File: src/rtl/param_shift_reg.sv
// Parametrised universal shift register with a multi-cycle shift sequencer.
// Supports logical, arithmetic, rotate and serial-fill modes.
module param_shift_reg #(
    parameter int WIDTH = 8,
    parameter int CNT_W = 4
) (
    input  logic             clk,
    input  logic             reset,
    input  logic             load,
    input  logic [WIDTH-1:0] d_in,
    input  logic             start,
    input  logic [2:0]       mode,
    input  logic [CNT_W-1:0] count,
    input  logic             serial_in,
    output logic [WIDTH-1:0] d_out,
    output logic             serial_out,
    output logic             busy,
    output logic             done
);

    typedef enum logic {
        IDLE,
        SHIFT
    } state_t;

    localparam logic [2:0] M_SLL = 3'b000;
    localparam logic [2:0] M_SRL = 3'b001;
    localparam logic [2:0] M_SRA = 3'b010;
    localparam logic [2:0] M_ROL = 3'b011;
    localparam logic [2:0] M_ROR = 3'b100;
    localparam logic [2:0] M_SL  = 3'b101;
    localparam logic [2:0] M_SR  = 3'b110;

    state_t           state_q, state_d;
    logic [WIDTH-1:0] data_q, data_d;
    logic             so_q, so_d;
    logic             busy_q, busy_d;
    logic             done_q, done_d;
    logic [CNT_W-1:0] rem_q, rem_d;
    logic [2:0]       mode_q, mode_d;

    logic [WIDTH-1:0] sh_data;
    logic             sh_bit;

    // One 1-bit step of the latched operation; reserved mode holds everything.
    always_comb begin
        sh_data = data_q;
        sh_bit  = so_q;
        case (mode_q)
            M_SLL: begin
                sh_data = {data_q[WIDTH-2:0], 1'b0};
                sh_bit  = data_q[WIDTH-1];
            end
            M_SRL: begin
                sh_data = {1'b0, data_q[WIDTH-1:1]};
                sh_bit  = data_q[0];
            end
            M_SRA: begin
                sh_data = {data_q[WIDTH-1], data_q[WIDTH-1:1]};
                sh_bit  = data_q[0];
            end
            M_ROL: begin
                sh_data = {data_q[WIDTH-2:0], data_q[WIDTH-1]};
                sh_bit  = data_q[WIDTH-1];
            end
            M_ROR: begin
                sh_data = {data_q[0], data_q[WIDTH-1:1]};
                sh_bit  = data_q[0];
            end
            M_SL: begin
                sh_data = {data_q[WIDTH-2:0], serial_in};
                sh_bit  = data_q[WIDTH-1];
            end
            M_SR: begin
                sh_data = {serial_in, data_q[WIDTH-1:1]};
                sh_bit  = data_q[0];
            end
            default: begin
                sh_data = data_q;
                sh_bit  = so_q;
            end
        endcase
    end

    always_comb begin
        state_d = state_q;
        data_d  = data_q;
        so_d    = so_q;
        busy_d  = busy_q;
        done_d  = 1'b0;
        rem_d   = rem_q;
        mode_d  = mode_q;
        unique case (state_q)
            IDLE: begin
                priority case (1'b1)
                    load: data_d = d_in;
                    start && (count == '0): done_d = 1'b1;
                    start: begin
                        mode_d  = mode;
                        rem_d   = count;
                        busy_d  = 1'b1;
                        state_d = SHIFT;
                    end
                    default: ;
                endcase
            end
            SHIFT: begin
                data_d = sh_data;
                so_d   = sh_bit;
                rem_d  = rem_q - CNT_W'(1);
                if (rem_q == CNT_W'(1)) begin
                    state_d = IDLE;
                    busy_d  = 1'b0;
                    done_d  = 1'b1;
                end
            end
        endcase
    end

    always_ff @(posedge clk) begin
        if (reset) begin
            state_q <= IDLE;
            data_q  <= '0;
            so_q    <= 1'b0;
            busy_q  <= 1'b0;
            done_q  <= 1'b0;
            rem_q   <= '0;
            mode_q  <= '0;
        end else begin
            state_q <= state_d;
            data_q  <= data_d;
            so_q    <= so_d;
            busy_q  <= busy_d;
            done_q  <= done_d;
            rem_q   <= rem_d;
            mode_q  <= mode_d;
        end
    end

    assign d_out      = data_q;
    assign serial_out = so_q;
    assign busy       = busy_q;
    assign done       = done_q;

endmodule
File: config.mk
export PLATFORM = sky130hd
export DESIGN_NAME = param_shift_reg
export DESIGN_NICKNAME = d
export VERILOG_FILES = /design/src/rtl/param_shift_reg.sv
export SDC_FILE = /design/constraint.sdc
export NUM_CORES = 1
export LEC_CHECK = 0
export ABC_AREA = 0
export ABC_CLOCK_PERIOD_IN_PS = 2100
export BUFFER_PORTS_ARGS = -buffer_cell sky130_fd_sc_hd__buf_2
export CORE_AREA = 5 5 52 54
export CTS_CLUSTER_SIZE = 12
export DETAILED_ROUTE_END_ITERATION = 8
export DIE_AREA = 0 0 57 59
export HOLD_SLACK_MARGIN = 0.03
export PLACE_DENSITY = 0.75
export SKIP_LAST_GASP = 1
export SLEW_MARGIN = 10
export SYNTH_ARGS = -nofsm -noshare
export SYNTH_HDL_FRONTEND = slang
export SYNTH_SLANG_ARGS = --single-unit
File: constraint.sdc
create_clock -name clk -period 2.1 [get_ports clk]
set_clock_uncertainty 0.1 [all_clocks]
set_input_delay 0.42 -clock clk [delete_from_list [all_inputs] [get_ports clk]]
set_output_delay 0.42 -clock clk [all_outputs]
set_load 0.05 [all_outputs]
== After elaboration in Yosys (flattened, before gate mapping) ==
Cells that the tools add are included.

* Output and inout bits: 11
* Logic and storage cells: 61
* Bits in writable memories: 0
* Bits in read-only memories: 0
* Latch bits: 0
* Bits in registers: 19
* Memories kept: 0
* Input port bits: 20

* Reduce and logical (&&, ||, !) cells: 12
* $lt $le $gt $ge: 0
* Bitwise gates (word level): 3
* Shift-type cells: 0
* Multipliers: 0
* Muxes and demuxes: 22
* Add/sub/neg operators: 1
* Equality and inequality tests: 15
* Divide/modulo/power cells: 0

{| class="wikitable"
|+ Operator list
! kind !! count
|-
| $pmux W8 S7 || 1
|-
| $pmux W8 S2 || 1
|-
| $mux W4 || 3
|-
| $mux W1 || 11
|-
| $ne A2 B2 Y1 const B || 5
|-
| $eq A3 B3 Y1 const B || 3
|-
| $mux W8 || 1
|-
| $ne A8 B1 Y1 const B || 1
|-
| $pmux W1 S2 || 4
|-
| $pmux W4 S2 || 1
|-
| $reduce_and A4 Y1 || 2
|-
| $ne A7 B1 Y1 const B || 1
|-
| $eq A3 B2 Y1 const B || 2
|-
| $reduce_and A3 Y1 || 2
|-
| $eq A4 B1 Y1 const B || 1
|-
| $logic_not A4 Y1 || 1
|-
| $reduce_and A2 Y1 || 2
|-
| $reduce_or A4 Y1 || 1
|-
| $sub A4 B1 Y4 const B || 1
|-
| $eq A3 B1 Y1 const B || 1
|-
| $logic_not A3 Y1 || 1
|-
| $not A1 Y1 || 3
|-
| $reduce_or A3 Y1 || 1
|-
| $ne A2 B1 Y1 const B || 1
|-
| other kinds (2) || 2
|}

== Longest topological paths before layout ==
Gate-level depths: netlist (run 1).

* Depth after elaboration: 5
* Gate-level depth with buffers: 6

== Least setup slack after synthesis (run 1) ==
OpenSTA, ideal clock, no wires.

* Path type: input port to flip-flop
* From: input count[2]
* To: register done_q, in the netlist done
* Path slack: 0.352 ns
* Stages on the path: 3
* Data arrival time: 1.577 ns
* Required time: 1.929 ns
* Cells stage by stage: or4_4 or4b_1 a21oi_1

* Word-level cells in the longest chain between the ends: 5

{| class="wikitable"
|+ Ends and longest elaborated chain
! element !! line !! RTL
|-
| start, declared || 13 || <nowiki>input logic [CNT_W-1:0] count,</nowiki>
|-
| $logic_not A4 Y1 || 97 || <nowiki>start && (count == '0): done_d = 1'b1;</nowiki>
|-
| $logic_and A1 B1 Y1 || 97 ||
|-
| $mux W1 (2 in series) || 95 || <nowiki>priority case (1'b1)</nowiki>
|-
| $pmux W1 S2 || 93 || <nowiki>unique case (state_q)</nowiki>
|-
| end signal, assigned || 134 || <nowiki>done_q <= done_d;</nowiki>
|-
| end, declared || 38 || <nowiki>logic done_q, done_d;</nowiki>
|}

No other way between the ends.
A chain may end at the register's enable or synchronous reset.

== Worst setup path in the final report (run 1) ==
* From: register state_q
* To: register data_q[5], in the netlist d_out[5]

* Word-level cells in the longest chain between the ends: 3

{| class="wikitable"
|+ Ends and longest elaborated chain
! element !! line !! RTL
|-
| start, declared || 34 || <nowiki>state_t state_q, state_d;</nowiki>
|-
| start signal, assigned || 130 || <nowiki>state_q <= state_d;</nowiki>
|-
| parallel branches: the longest is 3 deep, another holds $ne A8 B1 Y1 || -- ||
|-
| end signal, assigned || 131 || <nowiki>data_q <= data_d;</nowiki>
|-
| end, declared || 35 || <nowiki>logic [WIDTH-1:0] data_q, data_d;</nowiki>
|}

Several ways; the timed one is not identified.

==> results of run 1 <==
[state kept, by name (all words and copies together), names as in the netlist]
register    count
serial_out      1
d_out           8
state_q         1
busy            1
mode_q          3
rem_q           4
done            1
[worst register-to-register path: cells and delay by family, from the launching register on]
| family | cells | cell delay (ps) |
|---|---|---|
| AOI/OAI and AO/OA | 2 | 370 |
| DFF | 1 | 580 |
| and+or+nand+nor | 2 | 800 |
[worst paths after layout]
kind                start   endpoint  slack [ps]  depth (start not counted)
setup / recovery  state_q   d_out[5]         200                          4
setup reg to reg  state_q   d_out[5]         200                          4
hold reg to reg      busy       busy         360                          2
hold / removal    mode[1]  mode_q[1]         250                          3
[report_power, final]
part	internal (mW)	leakage (nW)	total (mW)	switching (mW)
Clock	0.0709	0.0177	0.186	0.115
Combinational	0.0838	0.342	0.239	0.155
Sequential	0.391	0.157	0.427	0.0363
Total	0.546	0.516	0.852	0.306
[final cells by class]
cell class	count	area [sq um]
Timing Repair Buffer	31	157.7
Clock inverter	1	5.005
Clock buffer	3	22.52
Sequential cell	19	380.4
Fill cell	216	952.2
Tap cell	28	35.03
Multi-Input combinational cell	93	598.1
Inverter	5	18.77
[routing by layer]
metal | global-route usage | vias up | part of all wire
met5 | 0 | - | 0
met4 | 0.05298 | 0 | 0.012
met3 | 0.04139 | 5 | 0.074
met2 | 0.2773 | 37 | 0.49
met1 | 0.1799 | 491 | 0.42
li1 | - | 517 | -
[kinds of logic (layout without fill, tap and decap cells)]
group	after synthesis	after routing	synth area share
simple gates	46	46	0.2153
compound gates	37	37	0.2677
flops	19	19	0.3698
buf+inv	12	40	0.04866
mux	5	5	0.04866
xor+xnor	3	3	0.02555
fa+ha+maj	2	2	0.02433
[layout by cell type (no fill, tap or decap)]
| master | instances |
|---|---|
| a32oi_1 | 1 |
| mux2i_1 | 5 |
| buf_4 | 1 |
| nor2_1 | 18 |
| dfxtp_1 | 19 |
| and4_1 | 1 |
| o311ai_0 | 1 |
| a311oi_1 | 1 |
| o21ai_0 | 1 |
| or4_4 | 1 |
| or4b_1 | 1 |
| nor3b_1 | 1 |
| inv_1 | 5 |
| nand2b_1 | 2 |
| nand3_2 | 1 |
| a31oi_1 | 6 |
| a211oi_1 | 5 |
| o32ai_1 | 1 |
| nand3_1 | 1 |
| o211ai_1 | 1 |
| nor2b_1 | 1 |
| clkbuf_4 | 3 |
| xnor2_1 | 2 |
| nand2_1 | 14 |
| a32o_1 | 6 |
| nor3_1 | 1 |
| buf_2 | 30 |
| a21oi_1 | 6 |
| clkinv_2 | 1 |
| a221oi_1 | 2 |
| xor2_1 | 1 |
| or3_1 | 4 |
| o21a_1 | 6 |
| ha_1 | 2 |
==> metrics.md, run 1 <==
| Metric | Value |
|---|---|
| Grt ovf | 0 |
| Vias in the first global route | 938 |
| Via count | 1050 |
| Post-synth EDFFs | 0 |
| Leakage | 0.5161 nW |
| Routability cong. | 0.8910 |
| Drt wl/cell | 14.21 um |
| Netlist cell types | 33 |
| CTS Hold Buffers Added | 0 |
| CTS Buf Count | 3 |
| Post-synth top area share | 0.3698 |
| Vias per cell | 5.833 |
| Largest net degree at the start of global routing | 16 |
| Die Ht | 59 um |
| Placed cell areas | 1190 sq um |
| Mean Syn Cell Area | 8.294 sq um |
| CP Cell Sequence | nor2_1 -> nor3_1 -> o21a_1 -> a32o_1 |
| Slowest cell on the critical path | nor3_1 |
| Post-route setup TNS | 0 ps |
| Top cell type by total area after synthesis | dfxtp_1 |
| Commonest cells post-synth | 19 x dfxtp_1, 18 x nor2_1, 14 x nand2_1 |
| Peak supply drop | 0.4000 mV |
| Global-route wire length before repair | 4133 um |
| Clk_lat worst skew | 300 ps |
| DRC errors left | 0 |
| Synth Flop Type | dfxtp_1 |
| WP data arrival | 2050 ps |
| Final Cycle Share | 0.9043 |
| Largest stage delay, worst path | 600 ps |
| Outcome | finished, final reports clean |
| Port Buffer Count | 30 |
| Core area | 2170 sq um |
| CP Buf/Inv Count | 0 |
| Hold Fails Final Rpt | 0 |
| # Max-Cap Violations | 0 |
| Initial antenna violation count | 0 |
| Kind of end point of the critical path | register |
| Finished Cell Area | 1217 sq um |
| Final #Nets | 175 |
| Filler-free cell count of the finished design | 180 |
| Layout area overhead | 18.37% |
| I/O Pins | 31 |
| Post-CTS Setup Bufs | 0 |
| Synth area leaders | dfxtp_1 37%, nor2_1 6.6%, a32o_1 5.8%, nand2_1 5.1%, mux2i_1 4.9% |
| Num Clock Sinks | 19 |
| Final setup fails | 0 |
| CTS tree | yes |
| Clk slew on worst S/H paths | 110 ps |
| Slew margin rel. | 0.5098 |
| CP top delay family | simple AND/OR/NAND/NOR gates |
| Worst slew pin tran | 729.7 ps |
| P per Cell Area | 699.5 nW/um^2 |
| Synthesized cell area | 1028 sq um |
| Maximum clock path buffer count | 2 |
| Die area | 3363 sq um |
| RSZ-0062 raised after global routing | no |
| Sequential fraction of the synthesis area | 0.3698 |
| WL final | 2557 um |
| Nets in the synthesized netlist | 146 |
| Final Total Pwr | 851.6 uW |
| Final setup margin | 201.0 ps |
| Ratio of cells with drive above 1 in the final layout | 0.2434 |
| Number of slew-limit violations in the final report | 0 |
| Placed Cells | 176 |
| Critical path class | register to register |
| Place WS | 188.5 ps |
| Post-route ant nets | 0 |
| Final HPWL DP | 1905 um |
| Asr flop ratio synth | 0 |
| Ant. Diodes | 0 |
| Die X-Extent | 57 um |
| Seq cells post-synth | 19 |
| Worst-path maximum fanout | 11 |
| Initial Util | 0.4740 |
| Hold crit path type | input port to register |
| Final core utilization | 0.5611 |
| Startpoint Class | register |
| Min Tclk post-route | 1899 ps |
| # H-tree levels | 1 |
| Post-Synthesis Cells | 124 |
| Root Driver | clkbuf_4 |
| Fmax | 526.6 MHz |
| Post-CTS Resized | 0 |
| Synth Warn # | 0 |
| WHS | 250.9 ps |
| Most common cell in the synthesized netlist | dfxtp_1 |
| DRT Pass-1 Iters | 4 |
| CP required | 2250 ps |
| DRT iter0 DRCs | 17 |
| Rows | 17 |
| Total track usage | 0.1555 |
No activity file was read; power rests on OpenSTA's default activity.
==> run 2: changes to the inputs <==
--- a/config.mk
+++ b/config.mk
@@ -7,13 +7,13 @@
 export LEC_CHECK = 0
 export ABC_AREA = 0
 export ABC_CLOCK_PERIOD_IN_PS = 2100
-export BUFFER_PORTS_ARGS = -buffer_cell sky130_fd_sc_hd__buf_2
-export CORE_AREA = 5 5 52 54
+export CORE_AREA = 5 5 48 50
 export CTS_CLUSTER_SIZE = 12
 export DETAILED_ROUTE_END_ITERATION = 8
-export DIE_AREA = 0 0 57 59
+export DIE_AREA = 0 0 53 55
+export DONT_BUFFER_PORTS = 1
 export HOLD_SLACK_MARGIN = 0.03
-export PLACE_DENSITY = 0.75
+export PLACE_DENSITY = 0.72
 export SKIP_LAST_GASP = 1
 export SLEW_MARGIN = 10
 export SYNTH_ARGS = -nofsm -noshare
==> run 2 against run 1 <==
Compared with the run above: clock power about the same; die area decreased by 13%; worst hold slack got worse by 180 ps; total power fell by 4.9%; combinational power is 42% lower; routed wire length decreased by 8.4%; non-clock buffer count fell by 29; count of clock-buffer cells in the layout increased by 1; fmax grew 6.1%; critical path type unchanged; largest power group unchanged.
==> metrics.md, run 2 (synthesis gave the netlist of run 1 again) <==
| Metric | Value |
|---|---|
| FF-to-FF path depth | 4 |
| WP data arrival | 1930 ps |
| Hold Fails Final Rpt | 0 |
| Post-route ant nets | 0 |
| Worst-path maximum fanout | 11 |
| Rows | 16 |
| Placed Cells | 146 |
| Final HPWL DP | 1769 um |
| Final setup margin | 309.7 ps |
| DRC errors left | 0 |
| Final setup fails | 0 |
| Clk_lat worst skew | 300 ps |
| Post-CTS Setup Bufs | 0 |
| Leakage | 0.3881 nW |
| Peak supply drop | 0.5473 mV |
| Ratio of cells with drive above 1 in the final layout | 0.05691 |
| Vias in the first global route | 884 |
| Routability cong. | 0.7329 |
| Port Buffer Count | 0 |
| Startpoint Class | register |
| Drt wl/cell | 15.62 um |
| Finished Cell Area | 1072 sq um |
| Slowest cell on the critical path | dfxtp_1 |
| # Max-Cap Violations | 0 |
| Post-CTS Resized | 0 |
| Final Cycle Share | 0.8525 |
| Kind of end point of the critical path | register |
| Via count | 932 |
| Slew margin rel. | 0.5614 |
| Most frequent cells in the layout | 19 x dfxtp_1, 18 x nor2_1, 14 x nand2_1 |
| Largest net degree at the start of global routing | 16 |
| Die Ht | 55 um |
| DRT Pass-1 Iters | 4 |
| Root Driver | clkbuf_4 |
| Outcome | finished, final reports clean |
| Min Tclk post-route | 1790 ps |
| Initial antenna violation count | 0 |
| Largest stage delay, worst path | 540 ps |
| CP required | 2240 ps |
| CTS Buf Count | 3 |
| Area of the multi-input gates | 598.1 sq um |
| Total track usage | 0.1838 |
| Fill cells | 196 |
| DRT iter0 DRCs | 9 |
| Worst slew pin tran | 652.8 ps |
| Num Clock Sinks | 19 |
| Layout area overhead | 4.258% |
| Critical path class | register to register |
| WL final | 2343 um |
| I/O Pins | 31 |
| # H-tree levels | 1 |
| Die X-Extent | 53 um |
| Fmax | 558.6 MHz |
| Maximum clock path buffer count | 2 |
| Initial Util | 0.5524 |
| Final #Nets | 146 |
| Ant. Diodes | 0 |
| Hold crit path type | input port to register |
| Global-route wire length before repair | 3850 um |
| Post-route setup TNS | 0 ps |
| RSZ-0062 raised after global routing | no |
| Number of slew-limit violations in the final report | 0 |
| Grt ovf | 0 |
| Placed cell areas | 1046 sq um |
| Register area | 380.4 sq um |
| Clk slew on worst S/H paths | 110 ps |
| Filler-free cell count of the finished design | 150 |
| CP Cell Sequence | nor2_1 -> nor3_1 -> o21a_1 -> a32o_1 |
| Hold depth | 1 |
| P per Cell Area | 755.3 nW/um^2 |
| Commonest non-fill, non-tap cell in the layout | dfxtp_1 |
| CTS Hold Buffers Added | 0 |
| Core area | 1862 sq um |
| Die area | 2915 sq um |
| Max FFs per register | 8 |
| Final core utilization | 0.5759 |
| CTS tree | yes |
| Vias per cell | 6.213 |
| Place WS | 307.7 ps |
run 2: cell types whose count changed in the layout (fill, tap and decap cells not counted), sizes merged:
| cell | change |
|---|---|
| clkbuf | +1 |
| buf | -29 |
| clkinv | -1 |
run 2: cell type report:
class / instances / share of cell area
Tap cell: 27 / 0.03151
Sequential cell: 19 / 0.3547
Timing Repair Buffer: 2 / 0.01400
Inverter: 5 / 0.01750
Multi-Input combinational cell: 93 / 0.5578
Clock buffer: 4 / 0.02450
run 2: critical path: cells and delay by family (launching register included):
family           cells  cell delay [ps]
AO/OA/AOI/OAI        2              360
flip-flops           1              540
AND/OR/NAND/NOR      2              730
run 2: path summary, 6_finish.rpt:
check / start / to / slack, ps
worst min-delay path: reset / rem_q[3] / 70
worst max-delay path: state_q / d_out[6] / 310
worst min register to register: rem_q[3] / rem_q[3] / 400
worst max register to register: state_q / d_out[6] / 310
run 2: metrics by stage:
stage          hold slack, ps  total power, mW
6_report                74.18           0.8099
4_1_cts                 65.04           0.8188
2_1_floorplan           368.8           0.6046
3_3_place_gp            385.1           0.6291
5_1_grt                 55.56           0.8587
3_5_place_dp            383.9           0.6334
run 2: routing by layer:
metal / track usage / vias to the layer above / part of all wire
met4: 0.1106 / 0 / 0.020
met2: 0.3058 / 24 / 0.46
met5: 0 / - / 0
li1: - / 456 / -
met3: 0.06702 / 4 / 0.081
met1: 0.2010 / 448 / 0.44
run 2: power by group:
| group | internal [mW] | leakage (nW) | switching [mW] |
|---|---|---|---|
| clock | 0.0739 | 0.0150 | 0.112 |
| combinational | 0.0615 | 0.217 | 0.0761 |
| sequential | 0.391 | 0.157 | 0.0956 |
| total | 0.526 | 0.388 | 0.284 |
